## src/rtl/fetch_unit.sv

```systemverilog
// Instruction fetch stage: assembles 32-bit instructions from two 16-bit memory reads and
// hands them to decode over a valid/ready handshake, with branch redirect support.
module fetch_unit #(
  parameter logic [15:0] RESET_PC = 16'h0000
) (
  input  logic        clk,
  input  logic        rst_n,
  output logic        imem_req,
  output logic [15:0] imem_addr,
  input  logic        imem_ack,
  input  logic [15:0] imem_rdata,
  output logic [31:0] instr,
  output logic [5:0]  opcode,
  output logic [15:0] instr_pc,
  output logic        instr_valid,
  input  logic        instr_ready,
  input  logic        branch_taken,
  input  logic [15:0] branch_target,
  output logic [15:0] pc
);

  typedef enum logic [1:0] {StIdle, StFetchHi, StFetchLo, StHold} state_e;

  state_e      state_q, state_d;
  logic [15:0] pc_q, pc_d;
  logic [15:0] hi_q, hi_d;
  logic [31:0] instr_q, instr_d;
  logic [15:0] instr_pc_q, instr_pc_d;
  logic        valid_q, valid_d;
  logic        redirect;

  // Redirects are ignored only while idling out of reset.
  assign redirect = branch_taken && (state_q != StIdle);

  always_ff @(posedge clk or negedge rst_n) begin
    if (!rst_n) begin
      state_q <= StIdle;
    end else begin
      state_q <= state_d;
    end
  end

  always_comb begin
    state_d = state_q;
    unique case (state_q)
      StIdle:    state_d = StFetchHi;
      StFetchHi: begin
        if (redirect)      state_d = StFetchHi;
        else if (imem_ack) state_d = StFetchLo;
      end
      StFetchLo: begin
        if (redirect)      state_d = StFetchHi;
        else if (imem_ack) state_d = StHold;
      end
      StHold: begin
        if (redirect || instr_ready) state_d = StFetchHi;
      end
      default:   state_d = StIdle;
    endcase
  end

  always_comb begin
    imem_req  = 1'b0;
    imem_addr = pc_q;
    unique case (state_q)
      StFetchHi: imem_req = 1'b1;
      StFetchLo: begin
        imem_req  = 1'b1;
        imem_addr = pc_q + 16'd2;
      end
      default: ;
    endcase
  end

  always_comb begin
    pc_d       = pc_q;
    hi_d       = hi_q;
    instr_d    = instr_q;
    instr_pc_d = instr_pc_q;
    valid_d    = valid_q;
    if (redirect) begin
      // Any ack in this cycle is discarded; a held instruction is dropped.
      pc_d    = {branch_target[15:2], 2'b00};
      valid_d = 1'b0;
    end else begin
      unique case (state_q)
        StFetchHi: begin
          if (imem_ack) hi_d = imem_rdata;
        end
        StFetchLo: begin
          if (imem_ack) begin
            instr_d    = {hi_q, imem_rdata};
            instr_pc_d = pc_q;
            valid_d    = 1'b1;
            pc_d       = pc_q + 16'd4;
          end
        end
        StHold: begin
          if (instr_ready) valid_d = 1'b0;
        end
        default: ;
      endcase
    end
  end

  always_ff @(posedge clk or negedge rst_n) begin
    if (!rst_n) begin
      pc_q       <= RESET_PC;
      hi_q       <= 16'h0000;
      instr_q    <= 32'h0000_0000;
      instr_pc_q <= 16'h0000;
      valid_q    <= 1'b0;
    end else begin
      pc_q       <= pc_d;
      hi_q       <= hi_d;
      instr_q    <= instr_d;
      instr_pc_q <= instr_pc_d;
      valid_q    <= valid_d;
    end
  end

  assign instr       = instr_q;
  assign instr_pc    = instr_pc_q;
  assign instr_valid = valid_q;
  assign pc          = pc_q;
  // Opcode reads as R-format while nothing is valid.
  assign opcode      = valid_q ? instr_q[31:26] : 6'b000000;

endmodule

```

## config.mk

```make
export PLATFORM = sky130hd
export DESIGN_NAME = fetch_unit
export DESIGN_NICKNAME = d
export VERILOG_FILES = /design/src/rtl/fetch_unit.sv
export SDC_FILE = /design/constraint.sdc
export NUM_CORES = 1
export LEC_CHECK = 0
export ABC_AREA = 1
export CELL_PAD_IN_SITES_DETAIL_PLACEMENT = 0
export CELL_PAD_IN_SITES_GLOBAL_PLACEMENT = 1
export CORE_MARGIN = 2
export CORE_UTILIZATION = 35
export CTS_CLUSTER_DIAMETER = 80
export CTS_CLUSTER_SIZE = 30
export DETAILED_ROUTE_END_ITERATION = 8
export PLACE_DENSITY = 0.89
export RECOVER_POWER = 50
export SYNTH_ARGS = -nofsm -noshare
export SYNTH_HDL_FRONTEND = slang
export SYNTH_SLANG_ARGS = --single-unit
```

## constraint.sdc

```tcl
create_clock -name clk -period 3.6 [get_ports clk]
set_input_delay 0.36 -clock clk [delete_from_list [all_inputs] [get_ports clk]]
set_output_delay 0.36 -clock clk [all_outputs]
set_load 0.005 [all_outputs]
```

After elaboration in Yosys (flattened, before gate mapping)
Cells that the tools add are included.

Output and inout port bits: 88. Logic and storage cells: 45. Input port bits: 37. Register bits after elaboration: 83.

$add $sub $neg: 2. Bitwise logic cells: 1. Eq/ne operators: 7. Multiplexer cells: 16. Reductions and logical operators: 13.

Operator list (number): $mux W16 (4); $add A16 B2 Y16 const B (1); $add A16 B3 Y16 const B (1); $reduce_and A3 Y1 (4); $mux W2 (5); $ne A3 B3 Y1 const B (3); $pmux W2 S4 (1); $mux W6 (1); $reduce_bool A2 Y1 (3); $eq A2 B2 Y1 const B (2); $mux W1 (4); $reduce_bool A3 Y1 (1); $eq A2 B1 Y1 const B (1); $logic_not A2 Y1 (1); $ne A2 B2 Y1 const B (1); $pmux W1 S2 (1); $reduce_and A2 Y1 (1); $reduce_or A2 Y1 (1); $logic_and A1 B1 Y1 (1); $logic_or A1 B1 Y1 (1); $not A1 Y1 (1).

Logic depth before layout (Yosys ltp)
Depth after elaboration: 5. Gate-level depth with buffers: 10. Gate-level depth less buffers: 10.

Least setup slack after synthesis
OpenSTA, ideal clock, no wires.

Path type: reg-to-reg. From: register state_q[0]. To: register pc_q[12], in the netlist pc[12]. Setup time: 0.126 ns. Path buffers: 0. Stages on the path, launching flop included: 11. Required time: 3.474 ns. Clock period less this slack: 1.452 ns. Slack: 2.148 ns. Arrival: 1.325 ns. Path through: dfrtp_1 inv_1 ha_1 nand2_2 inv_4 nor2_4 inv_4 o21ai_1 inv_1 nand2_1 o21ai_0.

Cells in the longest elaborated chain, start to end: 4. Elaborated cells on any way between the ends: 7. Classes of those cells: 1 x eq/ne; 1 x mux; 5 x reduce/logical.

RTL lines: from (decl) (RTL line 24) `state_e state_q, state_d;`; from (signal assigned) (RTL line 37) `state_q <= StIdle;`; from (signal assigned) (RTL line 39) `state_q <= state_d;`; $reduce_bool A2 Y1 (RTL line 33) `assign redirect = branch_taken && (state_q != StIdle);`; $logic_and A1 B1 Y1 (RTL line 33); $reduce_bool A2 Y1 (no line); $reduce_and A2 Y1 (no line); to (signal assigned) (RTL line 114) `pc_q <= pc_d;`; to (decl) (RTL line 25) `logic [15:0] pc_q, pc_d;`.

Several ways; a longest one is shown, not always the timed one. A chain may end at the register's enable or synchronous reset.

Worst setup path after layout
From: register state_q[0]. To: register instr_q[25], in the netlist instr[25].

Cells in the longest elaborated chain, start to end: 4. Elaborated cells on any way between the ends: 5. Classes of those cells: 1 x eq/ne; 1 x bitwise; 3 x reduce/logical.

RTL lines: $reduce_bool A2 Y1 (RTL line 33); $logic_and A1 B1 Y1 (RTL line 33); $not A1 Y1 (no line); $reduce_and A3 Y1 (no line) (*); to (signal assigned) (RTL line 116) `instr_q <= instr_d;`; to (decl) (RTL line 27) `logic [31:0] instr_q, instr_d;`.

Mark *: on every way between the ends. The rest lies on a longest branch, timed or not.

==> results list <==
* Antenna-violating nets left: 0
- After synthesis the cells add up to between 0.003 and 0.004 mm².
- In this design, the largest share of critical-path delay is due to simple AND/OR/NAND/NOR gates.
- The first TritonRoute pass finished after 4 iterations.
- Fraction of layout cells with a size suffix above 1: 0.0497
- Reg power frac: 0.418
* Final hold vios: 0
- For this run, the top clock speed supported by timing is 421 MHz.
* Failing checks: max-capacitance violations, max-slew violations
- Of the total synthesized cell area, the portion taken by AND, OR, NAND and NOR gates is 0.196.
- The min-delay analysis places its worst path in the category flip-flop to flip-flop.
- The later pin in the worst-skew pair is clocked with a latency of approximately 350 ps.
* Cell chosen for the clock root: sky130_fd_sc_hd__clkbuf_8
- #FFs+latches synth: between 70 and 80
- Along the worst path, the maximum fanout reaches 94.
- The H-tree was split into 3 levels.
- Data required time at the worst endpoint: approximately 3800 ps
- The region available for standard cell placement spans about 0.01 mm².
* Proportion of netlist area held by the largest area contributor: 0.536
- The analysis attributes to cell leakage a power of ~2.5 nW.
- DIE WIDTH: ~110 µm
- Critical path type: flip-flop to flip-flop
- Entering global routing, the biggest net connects 95 pins.
* Final Critical Period: between 2000 and 2500 ps
- Remaining global-route overflow: 0
* Remaining max-slew budget at the tightest pin: -0.285
- Walking the worst path, the cells encountered are inv_1 -> ha_1 -> nor2_4 -> inv_4 -> nand3_4 -> o21ai_0.
- Inserted Diodes: 0
- Pin slew with the least headroom to its limit: 1930 ps
- Post-CTS repair changed the size of 0 cells.
- The fraction of the mapped netlist area in compound gates came to 0.115.
- Final #Nets: between 500 and 600
- Final estimated routing congestion in global placement: just under 0.8
* Combinational share of power: 0.420
- Power spread over the standard cell area amounts to between 700 and 800 mW/mm².
- Of the total power, the share spent switching nets is 0.360.
- The flow ran to the end, but the final reports show violations.
- Across the VDD grid, the largest voltage drop is 0.000243 V.
- Of the total synthesized cell area, the portion taken by XOR and XNOR cells is 0.00238.
- After synthesis, the largest family of logic cells by area is simple AND/OR/NAND/NOR gates.
* First-pass GRT wire length: around 14000 µm
* Top cell type by total area after synthesis: sky130_fd_sc_hd__dfrtp_1
- Area of combinational cells with multiple inputs: 0.00123 mm²
- Fill cells: ~1000
- Dividing the synthesized area by the synthesized cell count gives approximately 8.4 µm².
- Setup-violating endpoint count in the final report: 0
* Starting Density: 0.359
* Gate count after technology mapping: 440
- After layout, the design draws a total of about 0.0039 W.
- The die covers 0.0114 mm².
- The floorplan has 37 rows.
- For this design, the slowest cell found on the critical path is sky130_fd_sc_hd__nand3_4.
- In the global route stage, overall resource usage came out at 0.156.
- Register area share after synthesis: 0.536
- Max-slew violation total from the final report: 80
* Total CTS buffers: 9
* P_int: around 0.0025 W
- Maximum capacitance violations: 1
- Of the total synthesized cell area, the portion taken by full adders, half adders and majority gates is 0.0170.
- Die boundary height: 107 µm
- Leaving out fill and tap cells, the most frequent cell in the layout is sky130_fd_sc_hd__nand2_1.
- During synthesis, Yosys emitted a total of 0 warnings.
- Number of global-route vias before repair: ~3000
- The share of total power dissipated in the clock network is 0.161.
- Final routed wirelength across all metal layers: 8390 µm
- Yosys attributes the largest share of cell area to sky130_fd_sc_hd__dfrtp_1 54%, sky130_fd_sc_hd__nand2_1 12%, sky130_fd_sc_hd__o21ai_0 8.7%.
* DRC violation count after routing: 0
- Type of element launching the critical path: flip-flop
* Share of cell area taken by muxes after synthesis: 0
- Register clock-pin slew on the reported worst setup and hold paths: 90 ps
- CTS tree: yes
- Summed over all nets, the switching power comes to between 0.001 and 0.0015 W.
- Of the available clock period, the critical path in the final layout requires 0.660.
- Buffers added to address setup during post-CTS repair amount to 0.
- The netlist uses 25 different library cells.
- Data arrival time of the critical path: 2610 ps
* CP Capture Type: flip-flop
* Boundary pin count: ~130
- Number of antenna violations at the first check in global routing: 0
* Number of buffers added on ports: between 100 and 150
- FF/Latch Area: just under 0.002 mm²
- RSZ-0062 raised after global routing: false
- The area growth from synthesis to layout is 35.9%.
- Sum of negative setup slack: 0 ps
- On the final layout, the worst clock skew is about 8.6 ps.
- The number of buffers and inverters on the critical path is 2.
* Sink count of the clock tree: 79
- Wire length per cell: about 12 µm
* Max clock buf depth: 2
* Detail Placement HPWL: between 6000 and 7000 µm
* Detailed-route via count: slightly above 3000
* Per-cell via count in the routed design: roughly 4.5
* First DRT Iteration DRCs: between 90 and 100
- On the worst path, the slowest cell contributes a delay of 680 ps.
- The library cells used most frequently in the layout, excluding fill and tap cells, are 120 x sky130_fd_sc_hd__nand2_1, 79 x sky130_fd_sc_hd__dfrtp_1, 75 x sky130_fd_sc_hd__clkdlybuf4s50_1, 66 x sky130_fd_sc_hd__inv_1, 64 x sky130_fd_sc_hd__o21ai_0.
- Buffers inserted to repair hold after CTS numbered 0.
[cell families after synthesis]
family / Yosys count
buffers and inverters: 104
AO/OA/AOI/OAI: 81
other: 1
AND/OR/NAND/NOR: 169
adder cells (fa/ha/maj): 5
flip-flops: 79
XOR/XNOR: 1
[power groups by stage]
| stage | logic (W) | clock network [W] | registers [W] |
|---|---|---|---|
| 3_3_place_gp | 0.00170 | 0 | 0.00163 |
| 3_5_place_dp | 0.00172 | 0 | 0.00165 |
| 5_1_grt | 0.00183 | 0.000692 | 0.00168 |
| 2_1_floorplan | 0.000767 | 0 | 0.00160 |
| 4_1_cts | 0.00173 | 0.000649 | 0.00163 |
| 6_report | 0.00162 | 0.000622 | 0.00161 |
[stage by stage]
stage / cell area (µm²) / instances / setup WS (ps) / utilization / hold WS (ps)
finish: 5010 / 679 / 1220 / 0.487 / 487
global route: 5010 / 679 / 934 / 0.487 / 505
CTS: 5010 / 679 / 1170 / 0.488 / 205
detailed placement: 4820 / 663 / 1090 / 0.469 / 473
global placement: 4820 / 663 / 1150 / 0.469 / 466
floorplan: 3700 / 444 / 2150 / - / 64.4
[Yosys cell counts, drive strengths merged]
cell type / count
conb: 1
xnor2: 1
o21ai: 71
inv: 69
a22oi: 1
nand3: 27
o221ai: 1
dfrtp: 79
buf: 22
a21oi: 3
nor2: 16
nand4: 5
o211ai: 5
clkbuf: 13
ha: 5
nand2: 121
[cell type report]
type	instances	area share
Clock buffer	9	0.0247
Tap cell	136	0.0340
Sequential cell	79	0.395
Timing Repair Buffer	118	0.234
Inverter	69	0.0532
Multi-Input combinational cell	261	0.247
Clock inverter	7	0.0125
[tightest hold or removal path: cells and delay by family, from the launching register on]
family	cells	cell delay, ps
DFF	1	350
and+or+nand+nor	1	50
AOI/OAI and AO/OA	1	60
[worst paths after layout]
| check | start | to | slack [ps] | cells past startpoint |
|---|---|---|---|---|
| max | state_q[0] | instr[25] | 1220 | 6 |
| max in group asynchronous | rst_n | pc[4] | 1920 | 1 |
| min reg2reg | instr[9] | instr[9] | 490 | 2 |
| min | instr[9] | instr[9] | 490 | 2 |
| min in group asynchronous | rst_n | hi_q[14] | 520 | 1 |
| max reg2reg | state_q[0] | instr[25] | 1220 | 6 |
[registers in the layout (all words and copies together), names as in the netlist]
signal / cells
pc: 14
hi_q: 16
instr_pc: 14
instr_valid: 1
instr: 32
state_q: 2
[metal layers]
| metal | track usage | routed length (µm) | vias up |
|---|---|---|---|
| met4 | 0.0492 | 106 | 0 |
| li1 | - | - | 1561 |
| met2 | 0.255 | 3970 | 109 |
| met1 | 0.203 | 3820 | 1401 |
| met3 | 0.0389 | 499 | 10 |
| met5 | 0 | 0 | - |
No activity file was read; power rests on OpenSTA's default activity.
==> RTL edit: new RTL, same flow settings <==
Make the reset (`rst_n`) synchronous in 2 clocked blocks.
--- a/src/rtl/fetch_unit.sv
+++ b/src/rtl/fetch_unit.sv
@@ -32,7 +32,7 @@
   // Redirects are ignored only while idling out of reset.
   assign redirect = branch_taken && (state_q != StIdle);
 
-  always_ff @(posedge clk or negedge rst_n) begin
+  always_ff @(posedge clk) begin
     if (!rst_n) begin
       state_q <= StIdle;
     end else begin
@@ -103,7 +103,7 @@
     end
   end
 
-  always_ff @(posedge clk or negedge rst_n) begin
+  always_ff @(posedge clk) begin
     if (!rst_n) begin
       pc_q       <= RESET_PC;
       hi_q       <= 16'h0000;
Behaviour: differs if rst_n is asserted again (counterexample within 4 cycles, from zero or initial values and one cycle with rst_n low); with rst_n held inactive, the same outputs for 4 cycles.
==> RTL edit against the unedited design <==
  * Worst setup slack improved by 0.088 ns
  * Synthesized area fell by 5.1%
  * Sequential cell count did not move
  * First-iteration DRC count rose by 28%
  * Wire length rose by 12%
  * Design area fell by 3.5%
  * Die area fell by 4.9%
  * Via count rose by 10%
Power is not compared: it rests on default switching activity, and its combinational part moved more than twofold at a synthesized area within 25%.
==> RTL edit: results <==
group,metric,value,unit
logic_synthesis,synth_commonest_cells,"nor2_1 (131), dfxtp_1 (79), nand2_1 (72)",
sta,skew,0.009695,ns
logic_synthesis,yosys-top-cells-area,"dfxtp_1 (45%), nor2_1 (14%), o21ai_0 (8.7%)",
logic_synthesis,async_reset_ff_share,0,%
logic_synthesis,synth-warning-count,0,
placed_design,pre_cts_ws,1.157,ns
critical_path,max_stage_delay,0.48,ns
placed_design,place_area,4622,sq um
sta,finalHoldViolCount,0,
cts,ctsLongestPathBuffers,2,
cells_and_area,largest_reg_flops,32,
global_routing,grtUsageTotal,17.41,%
route,drt_wl_total,9436,um
cts,postCtsSetupBuffers,0,
worst_hold_path,hold_class,"flip-flop to flip-flop",
global_routing,grt_pass1_wl,15390,um
route,viasPerCell,4.679,
placed_design,globalplace.congestion,0.7976,
cells_and_area,final_nets,629,
route,firstDrtPassIters,4,
power_and_ir_drop,total_leakage_power,2.193,nW
placed_design,port_buffers,117,
placed_design,place_hpwl,6561,um
cells_and_area,diodes,0,
critical_path,cp.arrival,2.57,ns
run_status,status,"finished, final reports clean",
cells_and_area,layout-drive-gt1-share,4.730,%
cells_and_area,num-fill-cells,994,
critical_path,critPathTopFamily,"buffers and inverters",
logic_synthesis,post_synth_num_cell_types,30,
cells_and_area,final_cells,725,
logic_synthesis,synth_seq_area_share,45.19,%
critical_path,cp_max_fo,44,
critical_path,crit_path_top_delay_cell,"inv_2",
sta,slew_headroom,53.27,%
logic_synthesis,ys.flop_type,"dfxtp_1",
global_routing,grt_pass1_vias,3229,
cts,cts_root_buf,"clkbuf_8",
cts,clk_pin_slew,0.09,ns
cts,cts_max_level,3,
route,drt_iter0_drc,124,
global_routing,grt_max_degree,63,
power_and_ir_drop,switching_share,28.36,%
placed_design,dp.cells,709,
logic_synthesis,syn_area_per_cell,7.099,sq um
cts,cts_buffers,9,
==> RTL edit: cell types whose count changed after synthesis, moves of 11 or more <==
cell / change
dfrtp_1: -79
dfxtp_1: +79
nand2_1: -48
buf_4: +11
inv_1: -24
nor2_1: +119
==> RTL edit: power groups by stage <==
stage,logic (mW),registers (mW),clock network [mW]
2_1_floorplan,0.165,0.967,0
3_3_place_gp,0.279,0.973,0
3_5_place_dp,0.284,0.975,0
4_1_cts,0.287,0.955,0.728
5_1_grt,0.304,0.961,0.762
6_report,0.271,0.953,0.707
==> RTL edit: layer usage <==
layer,vias up,part of all wire [%],track usage (%)
li1,1729,-,-
met1,1546,42,19.95
met2,104,49,30.45
met3,13,8.0,5.952
met4,0,1.4,5.502
met5,-,0,0
==> RTL edit: final timing paths <==
check	start	to	slack [ns]	cells past startpoint
max reg2reg	state_q[0]	instr_pc[11]	1.31	9
min	instr[20]	instr[20]	0.49	2
max	state_q[0]	instr_pc[11]	1.31	9
min reg2reg	instr[20]	instr[20]	0.49	2
==> RTL edit: cell type report <==
| class | instances | area (sq um) | area share, % |
|---|---|---|---|
| Multi-Input combinational cell | 332 | 1503 | 31.11 |
| Tap cell | 133 | 166.4 | 3.445 |
| Sequential cell | 79 | 1582 | 32.74 |
| Clock buffer | 9 | 123.9 | 2.564 |
| Clock inverter | 7 | 85.08 | 1.761 |
| Inverter | 46 | 177.7 | 3.678 |
| Timing Repair Buffer | 119 | 1194 | 24.71 |
==> RTL edit: logic make-up after synthesis <==
kind of cell               Yosys count  share of synthesized area, %
and+or+nand+nor                    237                         27.49
buffers and inverters               86                         12.30
AOI/OAI and AO/OA                   85                         13.12
DFF                                 79                         45.19
adders and majority gates            5                         1.788
other                                1                        0.1072
